--- config.mk ---
export PLATFORM = sky130hd
export DESIGN_NAME = match_sequencer
export DESIGN_NICKNAME = d
export VERILOG_FILES = /design/src/rtl/pong_pkg.sv /design/src/rtl/key_edge_detect.sv /design/src/rtl/match_sequencer.sv
export SDC_FILE = /design/constraint.sdc
export NUM_CORES = 1
export LEC_CHECK = 0
export ABC_CLOCK_PERIOD_IN_PS = 5980
export CORE_MARGIN = 1.5
export CORE_UTILIZATION = 50
export CTS_CLUSTER_SIZE = 28
export DETAILED_ROUTE_END_ITERATION = 7
export PLACE_DENSITY = 0.71
export RECOVER_POWER = 25
export SETUP_SLACK_MARGIN = 0.3
export SLEW_MARGIN = 10
export SYNTH_ARGS = -nofsm -noshare
export SYNTH_HDL_FRONTEND = slang
export SYNTH_HIERARCHICAL = 1
export SYNTH_SLANG_ARGS = --single-unit
--- constraint.sdc ---
create_clock -name clk -period 5.98 [get_ports clk]
set_input_delay 1.196 -clock clk [delete_from_list [all_inputs] [get_ports clk]]
set_output_delay 1.196 -clock clk [all_outputs]
set_load 0.05 [all_outputs]
--- src/rtl/pong_pkg.sv ---
// Shared encodings for the Pong datapath: match FSM states and winner codes.
package pong_pkg;

    localparam int STATE_W = 3;

    localparam logic [STATE_W-1:0] ST_IDLE  = 3'd0;
    localparam logic [STATE_W-1:0] ST_SERVE = 3'd1;
    localparam logic [STATE_W-1:0] ST_PLAY  = 3'd2;
    localparam logic [STATE_W-1:0] ST_POINT = 3'd3;
    localparam logic [STATE_W-1:0] ST_OVER  = 3'd4;

    localparam logic [1:0] WIN_NONE  = 2'b00;
    localparam logic [1:0] WIN_LEFT  = 2'b01;
    localparam logic [1:0] WIN_RIGHT = 2'b10;

endpackage

--- src/rtl/key_edge_detect.sv ---
// Brings a raw active-low push button into the clk domain and emits a
// one-cycle pulse on each press (falling edge of key_n).
module key_edge_detect (
    input  logic clk,
    input  logic rst_n,
    input  logic key_n,
    output logic pulse
);

    logic r_sync1;
    logic r_sync2;
    logic r_prev;
    logic r_pulse;

    // Two-flop synchroniser, previous-level flop and registered press pulse.
    always_ff @(posedge clk) begin
        // NOTE: reset is synchronous; flops reset to 1 so a released key does not fire a pulse.
        if (!rst_n) begin
            r_sync1 <= 1'b1;
            r_sync2 <= 1'b1;
            r_prev  <= 1'b1;
            r_pulse <= 1'b0;
        end else begin
            // NOTE: non-blocking assignments keep each stage one cycle behind the previous.
            r_sync1 <= key_n;
            r_sync2 <= r_sync1;
            r_prev  <= r_sync2;
            r_pulse <= r_prev & ~r_sync2;
        end
    end

    assign pulse = r_pulse;

endmodule

--- src/rtl/match_sequencer.sv ---
// Match-level controller for Pong: sequences idle/serve/rally/point/over,
// owns both score counters and drives the game logic's run and recentre.
module match_sequencer
    import pong_pkg::*;
#(
    parameter int SCORE_W     = 4,
    parameter int WIN_SCORE   = 9,
    parameter int SERVE_DELAY = 25_000_000,
    parameter int CNT_W       = 25
) (
    input  logic               clk,
    input  logic               rst_n,
    input  logic               start_key_n,
    input  logic               pause,
    input  logic               random_bit,
    input  logic               miss_left,
    input  logic               miss_right,
    output logic               logic_run,
    output logic               ball_reset,
    output logic               serve_dir,
    output logic [SCORE_W-1:0] score_left,
    output logic [SCORE_W-1:0] score_right,
    output logic [1:0]         winner,
    output logic [2:0]         state
);

    localparam logic [CNT_W-1:0]   CNT_LAST  = CNT_W'(SERVE_DELAY - 1);
    localparam logic [SCORE_W-1:0] SCORE_WIN = SCORE_W'(WIN_SCORE);

    logic                w_start;
    logic [STATE_W-1:0]  r_state;
    logic [CNT_W-1:0]    r_cnt;
    logic [SCORE_W-1:0]  r_score_l;
    logic [SCORE_W-1:0]  r_score_r;
    logic [1:0]          r_winner;
    logic                r_run;
    logic                r_ball_reset;
    logic                r_serve_dir;
    // Remembers who conceded the last point so the next serve goes toward them.
    logic                r_concede_right;

    key_edge_detect u_start_key (
        .clk   (clk),
        .rst_n (rst_n),
        .key_n (start_key_n),
        .pulse (w_start)
    );

    // Match FSM with serve counter, score registers and registered outputs.
    always_ff @(posedge clk) begin
        if (!rst_n) begin
            r_state         <= ST_IDLE;
            r_cnt           <= '0;
            r_score_l       <= '0;
            r_score_r       <= '0;
            r_winner        <= WIN_NONE;
            r_run           <= 1'b0;
            r_ball_reset    <= 1'b0;
            r_serve_dir     <= 1'b0;
            r_concede_right <= 1'b0;
        end else begin
            r_ball_reset <= 1'b0;
            r_run        <= 1'b0;
            case (r_state)
                ST_IDLE: begin
                    r_score_l <= '0;
                    r_score_r <= '0;
                    r_winner  <= WIN_NONE;
                    r_cnt     <= '0;
                    if (w_start) begin
                        r_state      <= ST_SERVE;
                        r_ball_reset <= 1'b1;
                        r_serve_dir  <= random_bit;
                    end
                end
                ST_SERVE: begin
                    if (!pause) begin
                        if (r_cnt == CNT_LAST) begin
                            r_state <= ST_PLAY;
                            r_cnt   <= '0;
                            r_run   <= 1'b1;
                        end else begin
                            r_cnt <= r_cnt + CNT_W'(1);
                        end
                    end
                end
                ST_PLAY: begin
                    r_run <= ~pause;
                    if (!pause) begin
                        if (miss_left && miss_right) begin
                            r_state      <= ST_SERVE;
                            r_ball_reset <= 1'b1;
                            r_serve_dir  <= random_bit;
                            r_run        <= 1'b0;
                        end else if (miss_left) begin
                            r_score_r       <= r_score_r + SCORE_W'(1);
                            r_concede_right <= 1'b0;
                            r_state         <= ST_POINT;
                            r_run           <= 1'b0;
                        end else if (miss_right) begin
                            r_score_l       <= r_score_l + SCORE_W'(1);
                            r_concede_right <= 1'b1;
                            r_state         <= ST_POINT;
                            r_run           <= 1'b0;
                        end
                    end
                end
                ST_POINT: begin
                    if (r_score_l == SCORE_WIN) begin
                        r_state  <= ST_OVER;
                        r_winner <= WIN_LEFT;
                    end else if (r_score_r == SCORE_WIN) begin
                        r_state  <= ST_OVER;
                        r_winner <= WIN_RIGHT;
                    end else begin
                        r_state      <= ST_SERVE;
                        r_ball_reset <= 1'b1;
                        r_serve_dir  <= r_concede_right;
                        r_cnt        <= '0;
                    end
                end
                ST_OVER: begin
                    if (w_start) begin
                        r_score_l    <= '0;
                        r_score_r    <= '0;
                        r_winner     <= WIN_NONE;
                        r_cnt        <= '0;
                        r_state      <= ST_SERVE;
                        r_ball_reset <= 1'b1;
                        r_serve_dir  <= random_bit;
                    end
                end
                default: begin
                    r_state   <= ST_IDLE;
                    r_cnt     <= '0;
                    r_score_l <= '0;
                    r_score_r <= '0;
                    r_winner  <= WIN_NONE;
                end
            endcase
        end
    end

    assign logic_run   = r_run;
    assign ball_reset  = r_ball_reset;
    assign serve_dir   = r_serve_dir;
    assign score_left  = r_score_l;
    assign score_right = r_score_r;
    assign winner      = r_winner;
    assign state       = r_state;

endmodule

==> flow_summary.ini <==
[finish]
layout.nets = 309
antennaDiodeCount = 0
nFillCells = 438
areaGrowthSynthToFinish_pct = 12.5
ff_latch_area_um2 = 921
drive_gt1_frac = 0.0610
layout.cell_area.non_filler_mm2 = 0.00270
multi_input_area_mm2 = 0.00138

[clock_network]
cts_buffers = 5
cts_setup_buffers = 0
cts-resized-gates = 0
ctsHoldBuffers = 0
tritoncts = yes
clock_tree.buffer_depth = 2
clk_transition_reported_paths_ns = 0.08
ctsHtreeMaxLevel = 2
clock-root-buffer = sky130_fd_sc_hd__clkbuf_8
cts.sinks = 46
worst_skew_pair.late_latency_ns = 0.30

[placed_design]
dpl-instance-area_mm2 = 0.00262
gp_routability_congestion = 0.798
numPortBuffers = 22
dpl.hpwl_um = 3450

[sta]
worstMarginPinSlew_ns = 0.638
finalSetupViolations = 0
clock-skew-final_ns = 0.00599
report.final.slew_viol_count = 0
final_critical_path_time_including_i_o_delays_and_setup_ns = 3.31
final_min_period_over_clock_period = 0.554
setup_repair_after_global_routing_missed_its_margin = false
timing.hold.ws_ns = 0.413
timing.fmax_mhz = 302
timing.slew.headroom = 0.573
final.setup.tns_ns = 0
final_hold_viol_count = 0

[synth]
synth_top_area_frac = 0.384
synth.avg_cell_area_um2 = 8.56
synth.yosys.warnings = 6
synth_nets = 294
syn-instance-count = 280
postSynth.topFlopCell = sky130_fd_sc_hd__dfxtp_1
synth-async-reset-ratio = 0
yosys.cell_types.count = 48
number_of_synthesized_flops_with_an_enable_pin = 0
register_area_share_after_synthesis = 0.384
synth.top_cells.by_area = sky130_fd_sc_hd__dfxtp_1, sky130_fd_sc_hd__xnor2_1, sky130_fd_sc_hd__nor2_1
yosys_register_bits = 46
synthDominantAreaCellType = sky130_fd_sc_hd__dfxtp_1
post_synth_instance_area_mm2 = 0.00240

[floorplan]
core_area_mm2 = 0.00466
floorplan.initialDensity = 0.514
die_w_um = 72.2
design.portCount = 23
die-height_um = 72.2
dieArea_mm2 = 0.00522
floorplan.rows = 25

[worst_hold_path]
worstHoldPathType = register to register
hp-start = u_start_key/r_sync1

[worst_setup_path]
path_cells = dlygate4sd3_1, ha_1, or4b_2, a21oi_1, o21ai_0, mux2i_1, nor2_1
timing.critical_path.from_type = input pin
critical_path_required_ns = 6.17
critical_r2r_capture = r_cnt[17]
timing.critical_path.slowest_stage_cell = sky130_fd_sc_hd__or4b_2
endpoint = score_left[0]
reg2reg_from = state[2]
setup.worst_path.start = miss_left
cpPeakStageDelay_ns = 0.67
worstPathArrival_ns = 3.50
critical_path_class = input pin to register
worst-r2r-setup-slack_ns = 3.48
crit_fanout = 5
timing.critical_path.to_type = register
r2r_cells = 5

[power_and_ir_drop]
max-vdd-ir-drop_uv = 99.3
powerDensity_mw_per_mm2 = 234
power.static_leakage_nw = 0.859

[grt]
wire_length_of_the_first_global_routing_pass_um = 8380
initial_antenna_violation_count = 0
number_of_global_route_vias_before_repair = 1820
grtUsageTotal = 0.203
grt_ovf = 0
grt_max_degree = 26

[route]
dr_total_vias = 2004
detail-route-antenna-nets = 0
drt_iter0_drc = 130
dr.pass1.iters = 4
drc = 0
wl_um = 4970
post_drt_via_cell_ratio = 5.74
post_detailed_route_wirelength_per_cell_um = 14.2

[run]
cap_violations = 0

[outcome]
status = completed
## power by group
| part | switching, W | total (W) | internal (W) |
|---|---|---|---|
| sequential | 0.0000151 | 0.000329 | 0.000314 |
| combinational | 0.0000780 | 0.000121 | 0.0000426 |
| clock | 0.000101 | 0.000181 | 0.0000802 |
| total | 0.000194 | 0.000630 | 0.000436 |
## worst max-delay path: cells and delay by family
| family | cells | cell delay [ns] |
|---|---|---|
| simple gates | 2 | 0.72 |
| compound gates | 2 | 0.47 |
| mux | 1 | 0.20 |
| fa+ha+maj | 1 | 0.28 |
| buf+inv | 1 | 0.62 |
## layout by cell type (no fill, tap or decap), drive strengths merged, types with 6 or more instances in the layout
master          n
dfxtp          46
nor2           43
xnor2          24
nand2          16
clkdlybuf4s50  16
nor4           15
nand3          13
a21oi           9
nand4           8
ha              7
o21ai           7
nand2b          6
dlygate4sd3     6
clkbuf          6
## state kept, by name, indices dropped and copies added, names as in the netlist, 2 cells and up
name,flops
score_left,4
score_right,4
state,3
winner,2
r_cnt,25
## metrics by stage
stage                     power (W)  instances  setup WS [ns]  utilization
after floorplan            0.000433        280           3.21            -
after global placement     0.000455        342           2.51        0.561
after detailed placement   0.000456        342           2.50        0.561
after CTS                  0.000636        349           2.81        0.579
after global routing       0.000661        349           2.53        0.579
final                      0.000630        349           2.67        0.579
## logic make-up (layout without fill, tap and decap cells)
| logic type | count (synthesis) | in the layout | synth area share |
|---|---|---|---|
| flops | 46 | 46 | 0.384 |
| buf+inv | 20 | 35 | 0.0392 |
| simple gates | 144 | 144 | 0.332 |
| mux | 5 | 5 | 0.0209 |
| fa+ha+maj | 7 | 7 | 0.0366 |
| compound gates | 30 | 30 | 0.0846 |
| xor+xnor | 28 | 28 | 0.102 |
## routing by layer
layer	wire length, um	up-vias	share of wire	global-route usage
li1	-	1022	-	-
met1	2510	932	0.50	0.288
met3	226	6	0.045	0.0375
met5	0	-	0	0
met2	2180	44	0.44	0.307
met4	59	0	0.012	0.0797
## cells in the mapped netlist, drive strengths merged, types with 4 or more instances
library cell,instances
dfxtp,46
nor2,43
xnor2,24
nand2,16
nor4,15
nand3,13
a21oi,9
clkbuf,9
nand4,8
ha,7
o21ai,7
buf,6
nand2b,6
and4,5
inv,5
mux2i,5
nand3b,5
nor3,5
and2,4
nor3b,4
o211ai,4
xor2,4
## worst min-delay path by stage
stage / end / slack [ns] / cells after the start
after floorplan: u_start_key/r_sync2 / 0.39 / 1
after global placement: u_start_key/r_sync2 / 0.39 / 1
after detailed placement: u_start_key/r_sync2 / 0.40 / 1
after CTS: u_start_key/r_sync2 / 0.42 / 1
after global routing: u_start_key/r_sync2 / 0.42 / 1
final: u_start_key/r_sync2 / 0.41 / 1
## cell type report
type | count | share of cell area
Multi-Input combinational cell | 214 | 0.512
Sequential cell | 46 | 0.342
Timing Repair Buffer | 23 | 0.0845
Clock buffer | 6 | 0.0269
Tap cell | 54 | 0.0251
Inverter | 5 | 0.00696
Clock inverter | 1 | 0.00278
Power figures use the tool's default switching activity.
